$ cat src/rtl/shift_frame_controller_pkg.sv
// Shared definitions for shift_frame_controller: FSM state encoding and the
// default frame length.
package shift_frame_controller_pkg;

    localparam int unsigned DefaultDepth = 8;

    // Encoding is fixed; PARITY only exists in the parity-enabled build.
    typedef enum logic [2:0] {
        StIdle   = 3'd0,
        StClear  = 3'd1,
        StShift  = 3'd2,
        StDone   = 3'd3,
        StParity = 3'd4
    } state_e;

endpackage

$ cat src/rtl/left_shift_register_base.sv
// Left shift register, MSB-first capture: new bits enter at the LSB.
// Asynchronous active-low reset plus a synchronous clear, both to zero.
module left_shift_register_base #(
    parameter int unsigned DEPTH = 8
) (
    input  logic             i_clk,
    input  logic             i_rst_n,
    input  logic             i_clr,
    input  logic             i_en,
    input  logic             i_d,
    output logic [DEPTH-1:0] o_q
);

    logic [DEPTH-1:0] r_q;

    // Shift state: clear has priority over a shift in the same cycle.
    always_ff @(posedge i_clk or negedge i_rst_n) begin
        if (!i_rst_n) begin
            r_q <= '0;
        end else if (i_clr) begin
            r_q <= '0;
        end else if (i_en) begin
            r_q <= {r_q[DEPTH-2:0], i_d};
        end
    end

    assign o_q = r_q;

endmodule

$ cat src/rtl/shift_frame_controller.sv
// Serial-to-parallel frame capture controller.
// IDLE -> CLEAR -> SHIFT -> DONE, with abort returning to IDLE from anywhere.
// Define SHIFT_FRAME_CTRL_PARITY_EN to add a PARITY state after SHIFT that
// takes one even-parity bit and reports parity_err while in DONE.
module shift_frame_controller
    import shift_frame_controller_pkg::*;
#(
    parameter int unsigned DEPTH = DefaultDepth
) (
    input  logic             clk,
    input  logic             reset_n,
    input  logic             start,
    input  logic             abort,
    input  logic             serial_in,
    input  logic             serial_valid,
    output logic [DEPTH-1:0] word_out,
    output logic             word_valid,
    input  logic             word_ready,
    output logic             busy
`ifdef SHIFT_FRAME_CTRL_PARITY_EN
    ,
    output logic             parity_err
`endif
);

    localparam int unsigned CntW = $clog2(DEPTH + 1);

    state_e           r_state;
    logic [CntW-1:0]  r_count;
    logic             r_word_valid;
    logic             r_busy;
    logic             w_sr_en;
    logic             w_sr_clr;
    logic [DEPTH-1:0] w_sr_q;
    logic             w_last_bit;
`ifdef SHIFT_FRAME_CTRL_PARITY_EN
    logic             r_parity_err;
`endif

    // Shift only on accepted data bits; the register is cleared by CLEAR or reset.
    assign w_sr_en    = (r_state == StShift) && serial_valid;
    assign w_sr_clr   = (r_state == StClear);
    assign w_last_bit = (r_count == CntW'(DEPTH - 1));

    left_shift_register_base #(
        .DEPTH (DEPTH)
    ) u_shreg (
        .i_clk   (clk),
        .i_rst_n (reset_n),
        .i_clr   (w_sr_clr),
        .i_en    (w_sr_en),
        .i_d     (serial_in),
        .o_q     (w_sr_q)
    );

    // Frame FSM with registered word_valid/busy; abort overrides every state.
    always_ff @(posedge clk or negedge reset_n) begin
        if (!reset_n) begin
            r_state      <= StIdle;
            r_count      <= '0;
            r_word_valid <= 1'b0;
            r_busy       <= 1'b0;
`ifdef SHIFT_FRAME_CTRL_PARITY_EN
            r_parity_err <= 1'b0;
`endif
        end else if (abort) begin
            r_state      <= StIdle;
            r_count      <= '0;
            r_word_valid <= 1'b0;
            r_busy       <= 1'b0;
`ifdef SHIFT_FRAME_CTRL_PARITY_EN
            r_parity_err <= 1'b0;
`endif
        end else begin
            unique case (r_state)
                StIdle: begin
                    if (start) begin
                        r_state <= StClear;
                        r_busy  <= 1'b1;
                    end
                end
                StClear: begin
                    r_count <= '0;
                    r_state <= StShift;
                end
                StShift: begin
                    if (serial_valid) begin
                        r_count <= r_count + CntW'(1);
                        if (w_last_bit) begin
`ifdef SHIFT_FRAME_CTRL_PARITY_EN
                            r_state      <= StParity;
`else
                            r_state      <= StDone;
                            r_word_valid <= 1'b1;
`endif
                        end
                    end
                end
`ifdef SHIFT_FRAME_CTRL_PARITY_EN
                StParity: begin
                    // Parity bit is checked against the frame, never shifted in.
                    if (serial_valid) begin
                        r_state      <= StDone;
                        r_word_valid <= 1'b1;
                        r_parity_err <= (^w_sr_q) ^ serial_in;
                    end
                end
`endif
                StDone: begin
                    if (word_ready) begin
                        r_state      <= StIdle;
                        r_count      <= '0;
                        r_word_valid <= 1'b0;
                        r_busy       <= 1'b0;
`ifdef SHIFT_FRAME_CTRL_PARITY_EN
                        r_parity_err <= 1'b0;
`endif
                    end
                end
                default: begin
                    r_state      <= StIdle;
                    r_count      <= '0;
                    r_word_valid <= 1'b0;
                    r_busy       <= 1'b0;
`ifdef SHIFT_FRAME_CTRL_PARITY_EN
                    r_parity_err <= 1'b0;
`endif
                end
            endcase
        end
    end

    assign word_out   = w_sr_q;
    assign word_valid = r_word_valid;
    assign busy       = r_busy;
`ifdef SHIFT_FRAME_CTRL_PARITY_EN
    assign parity_err = r_parity_err;
`endif

endmodule

$ cat config.mk
export PLATFORM = sky130hd
export DESIGN_NAME = shift_frame_controller
export DESIGN_NICKNAME = d
export VERILOG_FILES = /design/src/rtl/shift_frame_controller_pkg.sv /design/src/rtl/left_shift_register_base.sv /design/src/rtl/shift_frame_controller.sv
export SDC_FILE = /design/constraint.sdc
export NUM_CORES = 1
export LEC_CHECK = 0
export BUFFER_PORTS_ARGS = -buffer_cell sky130_fd_sc_hd__buf_2
export CORE_UTILIZATION = 32
export DETAILED_ROUTE_END_ITERATION = 7
export GPL_ROUTABILITY_DRIVEN = 0
export PLACE_DENSITY_LB_ADDON = 0.25
export SYNTH_ARGS = -nofsm -noshare
export SYNTH_HDL_FRONTEND = slang
export SYNTH_HIERARCHICAL = 1
export SYNTH_SLANG_ARGS = --single-unit
$ cat constraint.sdc
create_clock -name clk -period 2 [get_ports clk]
set_input_delay 0.2 -clock clk [delete_from_list [all_inputs] [get_ports clk]]
set_output_delay 0.2 -clock clk [all_outputs]
set_load 0.05 [all_outputs]
==> qor.csv, run 1 <==
stage,metric,value,unit
die,dieHeight,55.3,µm
timing,worstMarginPinSlew,0.474,ns
die,io_pins,17,
placed_design,io_buffers,16,
grt,grt_overflow,0,
grt,grt_max_degree,17,
synthesis,synth-edff-count,0,
clocking,cts_made_buffers,3,
route,wire_per_inst,12.2,µm
die,die_area,0.00306,mm²
route,antenna_left,0,
grt,grt_use_total,12.0,%
layout,area_delta_synth_final,13.6,%
route,vias,687,
timing,setup_viol,0,
placed_design,hpwl,1180,µm
setup_path,crit_fanout,9,
power_and_ir_drop,p_per_area,1030,mW/mm²
power_and_ir_drop,ir_drop,0.000661,V
layout,final_cells,133,
route,drt-pass1-iter-count,4,
synthesis,ys_ff_latch,16,
synthesis,ys_warn_count,6,
timing,timing.fmax,0.547,GHz
route,viasPerCell,5.17,
synthesis,syn_inst,88,
route,drcViolationCount,0,
grt,grt_pass1_vias,650,
flow_run,drv_cap,0,
die,coreArea,0.00259,mm²
route,wirelength,1620,µm
layout,final_nets,117,
min_path,hold_path_class,in -> reg,
die,die_x,55.3,µm
synthesis,async_flop_share,100,%
timing,min_period,1.83,ns
setup_path,worstSetupEndpointType,flip-flop,
power_and_ir_drop,p_leak,0.492,nW
clocking,htree_levels,1,
timing,hold_violations,0,
synthesis,synth.distinct_cells,31,
die,start_util,35.1,%
setup_path,crit_type,reg -> reg,
clocking,clock_path_buffers,2,
die,num_rows,18,
layout,diodes,0,
setup_path,cp.required,2.16,ns
layout,fillers,267,
clocking,clk_pin_slew,0.11,ns
synthesis,yosys.area.top_type,dfrtp_1,
clocking,cts_resized,0,
synthesis,synth_top_area_share,44.1,%
route,first_iter_violations,20,
synthesis,synth_fp_nets,101,
timing,rsz0062_at_grt,false,
power_and_ir_drop,power.total,1.06,mW
clocking,cts_tree,done,
timing,fin_crit_sh,91.4,%
clocking,clk_latency,0.29,ns
synthesis,synth_area_leaders,"dfrtp_1 (44%), mux2i_1 (9.9%), ha_1 (8.3%), nor2_1 (4.5%), nand2b_1 (3.4%)",
timing,tns,0,ns
setup_path,arrival,1.99,ns
synthesis,ys_seq_area_share,44.1,%
grt,grt_pass1_wl,2930,µm
clocking,cts_num_sinks,16,
timing,relSlewSlack,68.2,%
setup_path,worstSetupStartpointType,flip-flop,
clocking,cts_root_buffer,clkbuf_4,
synthesis,synth_area,908,µm²
timing,fin_hold_ws,0.147,ns
synthesis,syn_avg_cell_area,10.3,µm²
timing,slew_viol_final,0,
run_status,status,finished clean,
layout,drive_gt1_share,24.3,%
placed_design,dp_cells,128,
grt,antenna_found_initial,0,
synthesis,ys.flop_type,dfrtp_1,
timing,finClkSkew,0.0153,ns
[layer usage]
metal	part of all wire [%]	track usage (%)
met1	49	16.0
met2	47	18.9
met3	4.5	4.92
met4	0	1.07
met5	0	0
[path summary, 6_finish.rpt]
check | startpoint | endpoint | slack [ns] | cells after the start
setup reg to reg | r_state[0]$_DFFE_PN0P_ | u_shreg/o_q[7]$_DFFE_PN0P_ | 0.17 | 6
hold reg to reg | u_shreg/o_q[7]$_DFFE_PN0P_ | u_shreg/o_q[7]$_DFFE_PN0P_ | 0.54 | 2
min in group asynchronous | reset_n | r_state[0]$_DFFE_PN0P_ | 0.34 | 2
max in group asynchronous | reset_n | u_shreg/o_q[3]$_DFFE_PN0P_ | 1.38 | 2
hold / removal | serial_in | u_shreg/o_q[0]$_DFFE_PN0P_ | 0.15 | 3
setup / recovery | r_state[0]$_DFFE_PN0P_ | u_shreg/o_q[7]$_DFFE_PN0P_ | 0.17 | 6
[flip-flops by register name, summed over array words and instances, names as in the netlist]
signal       cells
word_valid       1
r_count          4
busy             1
u_shreg/o_q      8
r_state          2
[report_power, final]
group | switching (mW) | internal (mW)
combinational | 0.288 | 0.162
clock | 0.105 | 0.111
sequential | 0.0347 | 0.362
[area by class of cell]
class                   instances  area [µm²]  share of cell area [%]
clock buffers                   4        36.3                    3.52
inverters                       7        26.3                    2.55
multi-input cells              59         442                    42.8
flip-flops and latches         16         400                    38.8
well taps                      30        37.5                    3.64
repair buffers                 17        90.1                    8.73
[cells by family after synthesis]
logic type	count (synthesis)	synth area share, %
flops	16	44.1
simple gates	31	18.9
mux	10	11.2
buf+inv	13	7.30
compound gates	12	10.3
fa+ha+maj	6	8.26
[Yosys cell counts, drive strengths merged (2+ instances only)]
master	n
mux2i	9
nor3	2
o31ai	3
a21oi	2
buf	5
nor2	11
or4	4
inv	7
ha	6
nand2b	5
nand2	2
dfrtp	16
[cell usage in the layout (no fill, tap or decap), drive strengths merged]
cell type,netlist,routed
and2b,1,1
nor3b,1,1
nor2,11,11
nand2,2,2
nand2b,5,5
dlygate4sd3,0,1
inv,7,7
nor3,2,2
or4,4,4
nand4,1,1
a211oi,1,1
a31oi,1,1
ha,6,6
o31ai,3,3
a21oi,2,2
mux2i,9,9
nor4,1,1
nand3,1,1
a21boi,1,1
mux2,1,1
o21ai,1,1
o32ai,1,1
dfrtp,16,16
nor2b,1,1
o32a,1,1
clkbuf,1,4
nand4b,1,1
a221oi,1,1
buf,5,16
[worst max-delay path: stages, from the launching register on]
cell and delay (ns):
dfrtp_1 0.44, inv_1 0.12, ha_1 0.35, nand2_1 0.13, inv_1 0.34, mux2i_1 0.26
nor2_1 0.05
[through the flow]
step | cell area, µm² | util (%) | worst slack [ns]
6_report | 1030 | 39.9 | 0.172
5_1_grt | 1030 | 39.9 | 0.00885
4_1_cts | 1030 | 39.9 | 0.155
3_5_place_dp | 986 | 38.1 | 0.176
3_3_place_gp | 986 | 38.1 | 0.216
2_1_floorplan | 908 | - | 0.444
[repair_timing]
| item | CTS | global route |
|---|---|---|
| hold endpoints to repair | 16 | 0 |
| buffers inserted | 0 | 0 |
| hold buffers | 1 | 0 |
No activity file was read; power rests on OpenSTA's default activity.
==> run 2, diff against run 1 <==
--- a/config.mk
+++ b/config.mk
@@ -9,6 +9,7 @@
 export CORE_UTILIZATION = 32
 export DETAILED_ROUTE_END_ITERATION = 7
 export GPL_ROUTABILITY_DRIVEN = 0
+export GPL_TIMING_DRIVEN = 0
 export PLACE_DENSITY_LB_ADDON = 0.25
 export SYNTH_ARGS = -nofsm -noshare
 export SYNTH_HDL_FRONTEND = slang
==> run 2 against run 1 <==
Effect of this change:
- cell area up 3.9%
- first-iteration DRC count down 35%
- power up 3.7%
- via count is 2.2% higher
- sequential share of layout area is 1.4 points lower
- non-clock buffer count grew 6
- flip-flop and latch count is the same
- routed wire length rose by 6.6%
- setup slack improved by 0.10 ns
- largest cell class unchanged
==> qor.csv, run 2 (same netlist as run 1, synthesis figures left out) <==
stage,metric,value,unit,change
timing,fin_crit_sh,86.3,%,was 91.4%
grt,grt_pass1_wl,3160,µm,was 2930 µm
grt,grt_pass1_vias,681,,was 650
setup_path,crit_type,reg -> reg,,unchanged
power_and_ir_drop,power.total,1.10,mW,was 1.06 mW
clocking,htree_levels,1,,unchanged
power_and_ir_drop,swShare,40.2,%,was 40.3%
setup_path,cp_top_family,simple AND/OR/NAND/NOR gates,,was buffers and inverters
timing,timing.fmax,0.579,GHz,was 0.547 GHz
route,vias,702,,was 687
power_and_ir_drop,internal_power,0.659,mW,was 0.634 mW
clocking,cts_tree,done,,unchanged
layout,final_nets,123,,was 117
timing,worstMarginPinSlew,0.368,ns,was 0.474 ns
layout,final_util,41.4,%,was 39.9%
clocking,cts_made_buffers,3,,unchanged
layout,diodes,0,,unchanged
grt,grt_use_total,13.2,%,was 12.0%
timing,slew_viol_final,0,,unchanged
placed_design,hpwl,1290,µm,was 1180 µm
grt,grt_overflow,0,,unchanged
die,num_rows,18,,unchanged
setup_path,cp.depth,6,,unchanged
layout,final_cells,139,,was 133
layout,drive_gt1_share,27.5,%,was 24.3%
power_and_ir_drop,p_leak,0.518,nW,was 0.492 nW
timing,tns,0,ns,unchanged
setup_path,arrival,1.94,ns,was 1.99 ns
layout,layout_common_cells,"buf_2 (17), dfrtp_1 (16), nor2_1 (11)",,"was dfrtp_1 (16), buf_2 (16), nor2_1 (11)"
clocking,clk_pin_slew,0.10,ns,was 0.11 ns
layout,fin_area,0.00107,mm²,was 0.00103 mm²
layout,layout_commonest_cell,buf_2,,
route,first_iter_violations,13,,was 20
clocking,clock_path_buffers,2,,unchanged
power_and_ir_drop,seqPwrFrac,36.0,%,was 37.3%
die,dieHeight,55.3,µm,unchanged
setup_path,crit_buf_inv,2,,unchanged
clocking,clk_latency,0.29,ns,about the same
route,wirelength,1730,µm,was 1620 µm
min_path,whs_path_depth,3,,unchanged
timing,setup_viol,0,,unchanged
timing,finClkSkew,0.00656,ns,was 0.0153 ns
setup_path,reg2regPathDepth,6,,unchanged
setup_path,worstSetupEndpointType,flip-flop,,unchanged
setup_path,cp.required,2.22,ns,was 2.16 ns
power_and_ir_drop,p_clk_share,19.7,%,was 20.3%
min_path,hold_path_class,in -> reg,,unchanged
clocking,cts_setup_buffers,0,,unchanged
timing,hold_violations,0,,unchanged
power_and_ir_drop,combPwrFrac,44.3,%,was 42.4%
timing,rsz0062_at_grt,false,,unchanged
timing,layout_setup_ws,0.274,ns,was 0.172 ns
layout,area_delta_synth_final,18.0,%,was 13.6%
die,die_area,0.00306,mm²,unchanged
route,viasPerCell,5.05,,was 5.17
placed_design,dpl_cell_area,0.00103,mm²,was 986 µm²
die,die_x,55.3,µm,unchanged
power_and_ir_drop,ir_drop,0.000569,V,was 0.000661 V
setup_path,crit_fanout,9,,unchanged
die,coreArea,0.00259,mm²,unchanged
setup_path,worstSetupStartpointType,flip-flop,,unchanged
placed_design,dp_cells,134,,was 128
route,drt-pass1-iter-count,4,,unchanged
power_and_ir_drop,p_per_area,1030,mW/mm²,about the same
route,antenna_left,0,,unchanged
setup_path,worstPathCellList,"inv_1, ha_1, clkbuf_2, nand2_1, or4_1, a21oi_1",,"was inv_1, ha_1, nand2_1, inv_1, mux2i_1, nor2_1"
setup_path,slowest_stage,or4_1,,was dfrtp_1
route,drcViolationCount,0,,unchanged
route,wire_per_inst,12.4,µm,was 12.2 µm
grt,grt_max_degree,17,,unchanged
power_and_ir_drop,p_switching,0.443,mW,was 0.428 mW
run_status,status,finished clean,,unchanged
flow_run,drv_cap,0,,unchanged
clocking,cts_root_buffer,clkbuf_4,,unchanged
clocking,cts_num_sinks,16,,unchanged
timing,relSlewSlack,75.4,%,was 68.2%
placed_design,io_buffers,16,,unchanged
setup_path,max_stage_delay,0.51,ns,was 0.44 ns
timing,fin_hold_ws,0.172,ns,was 0.147 ns
layout,largest_reg_flops,8,,unchanged
die,start_util,35.1,%,unchanged
die,io_pins,17,,unchanged
grt,antenna_found_initial,0,,unchanged
clocking,cts_resized,0,,unchanged
placed_design,place_ws,0.294,ns,was 0.176 ns
timing,min_period,1.73,ns,was 1.83 ns
## run 2: metal layers
layer,part of all wire [%],GRT usage (%)
met3,3.6,4.22
met5,0,0
met2,46,22.0
met4,0.29,3.21
met1,50,16.5
## run 2: area by class of cell
type / instances / area, µm²
fill: 262 / 1520
multi-input combinational: 59 / 442
sequential: 16 / 400
timing repair buffer: 17 / 90.1
buffer: 6 / 40.0
tap: 30 / 37.5
clock buffer: 4 / 36.3
inverter: 7 / 26.3
## run 2: what timing repair did
action	4_1_cts	5_1_grt
endpoints found under the hold margin	16	0
setup endpoints to repair	0	0
hold buffers	1	0
## run 2: worst paths after layout
check	startpoint	to	slack (ns)
max	r_state[0]$_DFFE_PN0P_	r_count[2]$_DFFE_PN0P_	0.27
min	abort	r_state[1]$_DFFE_PN0P_	0.17
max reg2reg	r_state[0]$_DFFE_PN0P_	r_count[2]$_DFFE_PN0P_	0.27
min reg2reg	u_shreg/o_q[7]$_DFFE_PN0P_	u_shreg/o_q[7]$_DFFE_PN0P_	0.54
max in group asynchronous	reset_n	u_shreg/o_q[3]$_DFFE_PN0P_	1.39
min in group asynchronous	reset_n	u_shreg/o_q[0]$_DFFE_PN0P_	0.34
## run 2: power by group through the flow
stage / Combinational [mW] / Clock [mW] / Sequential (mW)
2_1_floorplan: 0.317 / 0 / 0.468
3_3_place_gp: 0.480 / 0 / 0.401
3_5_place_dp: 0.492 / 0 / 0.405
4_1_cts: 0.495 / 0.231 / 0.398
5_1_grt: 0.544 / 0.247 / 0.404
6_report: 0.489 / 0.217 / 0.396
## run 2: worst register-to-register path, delay by kind of cell (launching register included)
kind / cells / cell delay (ns)
adders and majority gates: 1 / 0.15
buffers and inverters: 2 / 0.32
DFF: 1 / 0.42
and+or+nand+nor: 2 / 0.62
AOI/OAI and AO/OA: 1 / 0.14
==> run 3, diff against run 2 <==
--- a/config.mk
+++ b/config.mk
@@ -11,6 +11,7 @@
 export GPL_ROUTABILITY_DRIVEN = 0
 export GPL_TIMING_DRIVEN = 0
 export PLACE_DENSITY_LB_ADDON = 0.25
+export RECOVER_POWER = 50
 export SYNTH_ARGS = -nofsm -noshare
 export SYNTH_HDL_FRONTEND = slang
 export SYNTH_HIERARCHICAL = 1
==> run 3 against run 2 <==
Effect of this change:
- clock power is essentially flat
- setup slack is essentially flat
- die area unchanged
- flip-flop and latch count is the same
- final cell count stayed put
- worst hold slack about the same
- power decreased by 0.36%
==> qor.csv, run 3 (same netlist as run 1, synthesis figures left out) <==
stage,metric,value,unit,change
timing,fin_crit_sh,86.3,%,about the same
die,start_util,35.1,%,unchanged
setup_path,arrival,1.94,ns,about the same
route,viasPerCell,5.04,,was 5.05
grt,grt_overflow,0,,unchanged
timing,finClkSkew,0.00649,ns,was 0.00656 ns
layout,layout_common_cells,"dfrtp_1 (16), buf_2 (11), nor2_1 (11)",,"was buf_2 (17), dfrtp_1 (16), nor2_1 (11)"
grt,grt_max_degree,17,,unchanged
clocking,cts_setup_buffers,0,,unchanged
setup_path,crit_fanout,9,,unchanged
timing,tns,0,ns,unchanged
die,coreArea,0.00259,mm²,unchanged
layout,largest_reg_flops,8,,unchanged
clocking,cts_num_sinks,16,,unchanged
layout,drive_gt1_share,22.0,%,was 27.5%
clocking,cts_resized,0,,unchanged
timing,min_period,1.73,ns,about the same
layout,fillers,263,,was 262
power_and_ir_drop,power.total,1.10,mW,about the same
timing,relSlewSlack,41.3,%,was 75.4%
flow_run,drv_cap,0,,unchanged
route,wirelength,1730,µm,about the same
route,wire_per_inst,12.5,µm,was 12.4 µm
clocking,htree_levels,1,,unchanged
setup_path,crit_type,reg -> reg,,unchanged
min_path,hold_path_class,in -> reg,,unchanged
grt,grt_pass1_vias,681,,unchanged
timing,slew_viol_final,0,,unchanged
die,num_rows,18,,unchanged
timing,timing.fmax,0.579,GHz,about the same
setup_path,worstSetupEndpointType,flip-flop,,unchanged
grt,grt_pass1_wl,3160,µm,unchanged
clocking,clk_pin_slew,0.10,ns,about the same
clocking,clock_path_buffers,2,,unchanged
die,die_x,55.3,µm,unchanged
power_and_ir_drop,p_per_area,1030,mW/mm²,about the same
timing,rsz0062_at_grt,false,,unchanged
layout,layout_commonest_cell,dfrtp_1,,was buf_2
timing,worstMarginPinSlew,0.880,ns,was 0.368 ns
grt,antenna_found_initial,0,,unchanged
setup_path,cp.required,2.22,ns,about the same
setup_path,worstSetupStartpointType,flip-flop,,unchanged
grt,grt_use_total,13.2,%,unchanged
route,first_iter_violations,14,,was 13
clocking,cts_root_buffer,clkbuf_4,,unchanged
run_status,status,finished clean,,unchanged
route,antenna_left,0,,unchanged
clocking,clk_latency,0.29,ns,about the same
clocking,cts_made_buffers,3,,unchanged
power_and_ir_drop,ir_drop,0.000568,V,was 0.000569 V
timing,setup_viol,0,,unchanged
layout,area_delta_synth_final,17.2,%,was 18.0%
timing,hold_violations,0,,unchanged
die,die_area,0.00306,mm²,unchanged
placed_design,io_buffers,16,,unchanged
layout,final_nets,123,,unchanged
power_and_ir_drop,p_leak,0.494,nW,was 0.518 nW
placed_design,hpwl,1290,µm,unchanged
route,vias,700,,was 702
die,io_pins,17,,unchanged
layout,diodes,0,,unchanged
die,dieHeight,55.3,µm,unchanged
route,drt-pass1-iter-count,4,,unchanged
route,drcViolationCount,0,,unchanged
clocking,cts_tree,done,,unchanged
run 3: worst paths after layout:
path                                            start                         end  slack, ns  depth (start not counted)
min in group asynchronous                     reset_n  u_shreg/o_q[0]$_DFFE_PN0P_       0.53                          2
max in group asynchronous                     reset_n  u_shreg/o_q[3]$_DFFE_PN0P_       0.93                          2
max                            r_state[0]$_DFFE_PN0P_      r_count[2]$_DFFE_PN0P_       0.27                          6
min                                             abort      r_state[1]$_DFFE_PN0P_       0.17                          3
max reg2reg                    r_state[0]$_DFFE_PN0P_      r_count[2]$_DFFE_PN0P_       0.27                          6
min reg2reg                u_shreg/o_q[7]$_DFFE_PN0P_  u_shreg/o_q[7]$_DFFE_PN0P_       0.54                          2
run 3: cell type report:
type / instances / area (µm²) / area share (%)
Multi-Input combinational cell: 59 / 442 / 41.5
Sequential cell: 16 / 400 / 37.6
Timing Repair Buffer: 17 / 82.6 / 7.76
Buffer: 6 / 40.0 / 3.76
Tap cell: 30 / 37.5 / 3.53
Clock buffer: 4 / 36.3 / 3.41
Inverter: 7 / 26.3 / 2.47
run 3: power by group:
| part | switching (mW) | leakage (nW) | total (mW) | internal [mW] |
|---|---|---|---|---|
| logic | 0.301 | 0.252 | 0.484 | 0.184 |
| registers | 0.0350 | 0.221 | 0.397 | 0.362 |
| clock network | 0.106 | 0.0210 | 0.217 | 0.111 |
| total | 0.442 | 0.494 | 1.10 | 0.656 |
run 3: through the flow:
stage	instance area (µm²)	worst slack (ns)	util, %	std cells	hold WS, ns
global placement	1030	0.312	39.6	134	0.136
CTS	1070	0.273	41.4	139	0.159
floorplan	908	0.444	-	88	-0.0956
finish	1060	0.273	41.1	139	0.172
global route	1060	0.146	41.1	139	0.176
detailed placement	1030	0.294	39.6	134	0.140
run 3: what timing repair did:
action | CTS | global route
endpoints found under the hold margin | 16 | 0
hold buffers | 1 | 0
setup endpoints to repair | 0 | 0
run 3: worst max-delay path, stage by stage (launching register included):
cell and delay [ns]:
dfrtp_1 0.42, inv_1 0.11, ha_1 0.15, clkbuf_2 0.21, nand2_1 0.11, or4_1 0.51, a21oi_1 0.14
run 3: metal layers:
layer  vias to the layer above  GRT usage [%]  share of wire [%]
met4                         0           3.21               0.29
met5                         -              0                  0
met2                        15           22.0                 46
met3                         2           4.22                3.6
met1                       331           16.5                 50
li1                        352              -                  -
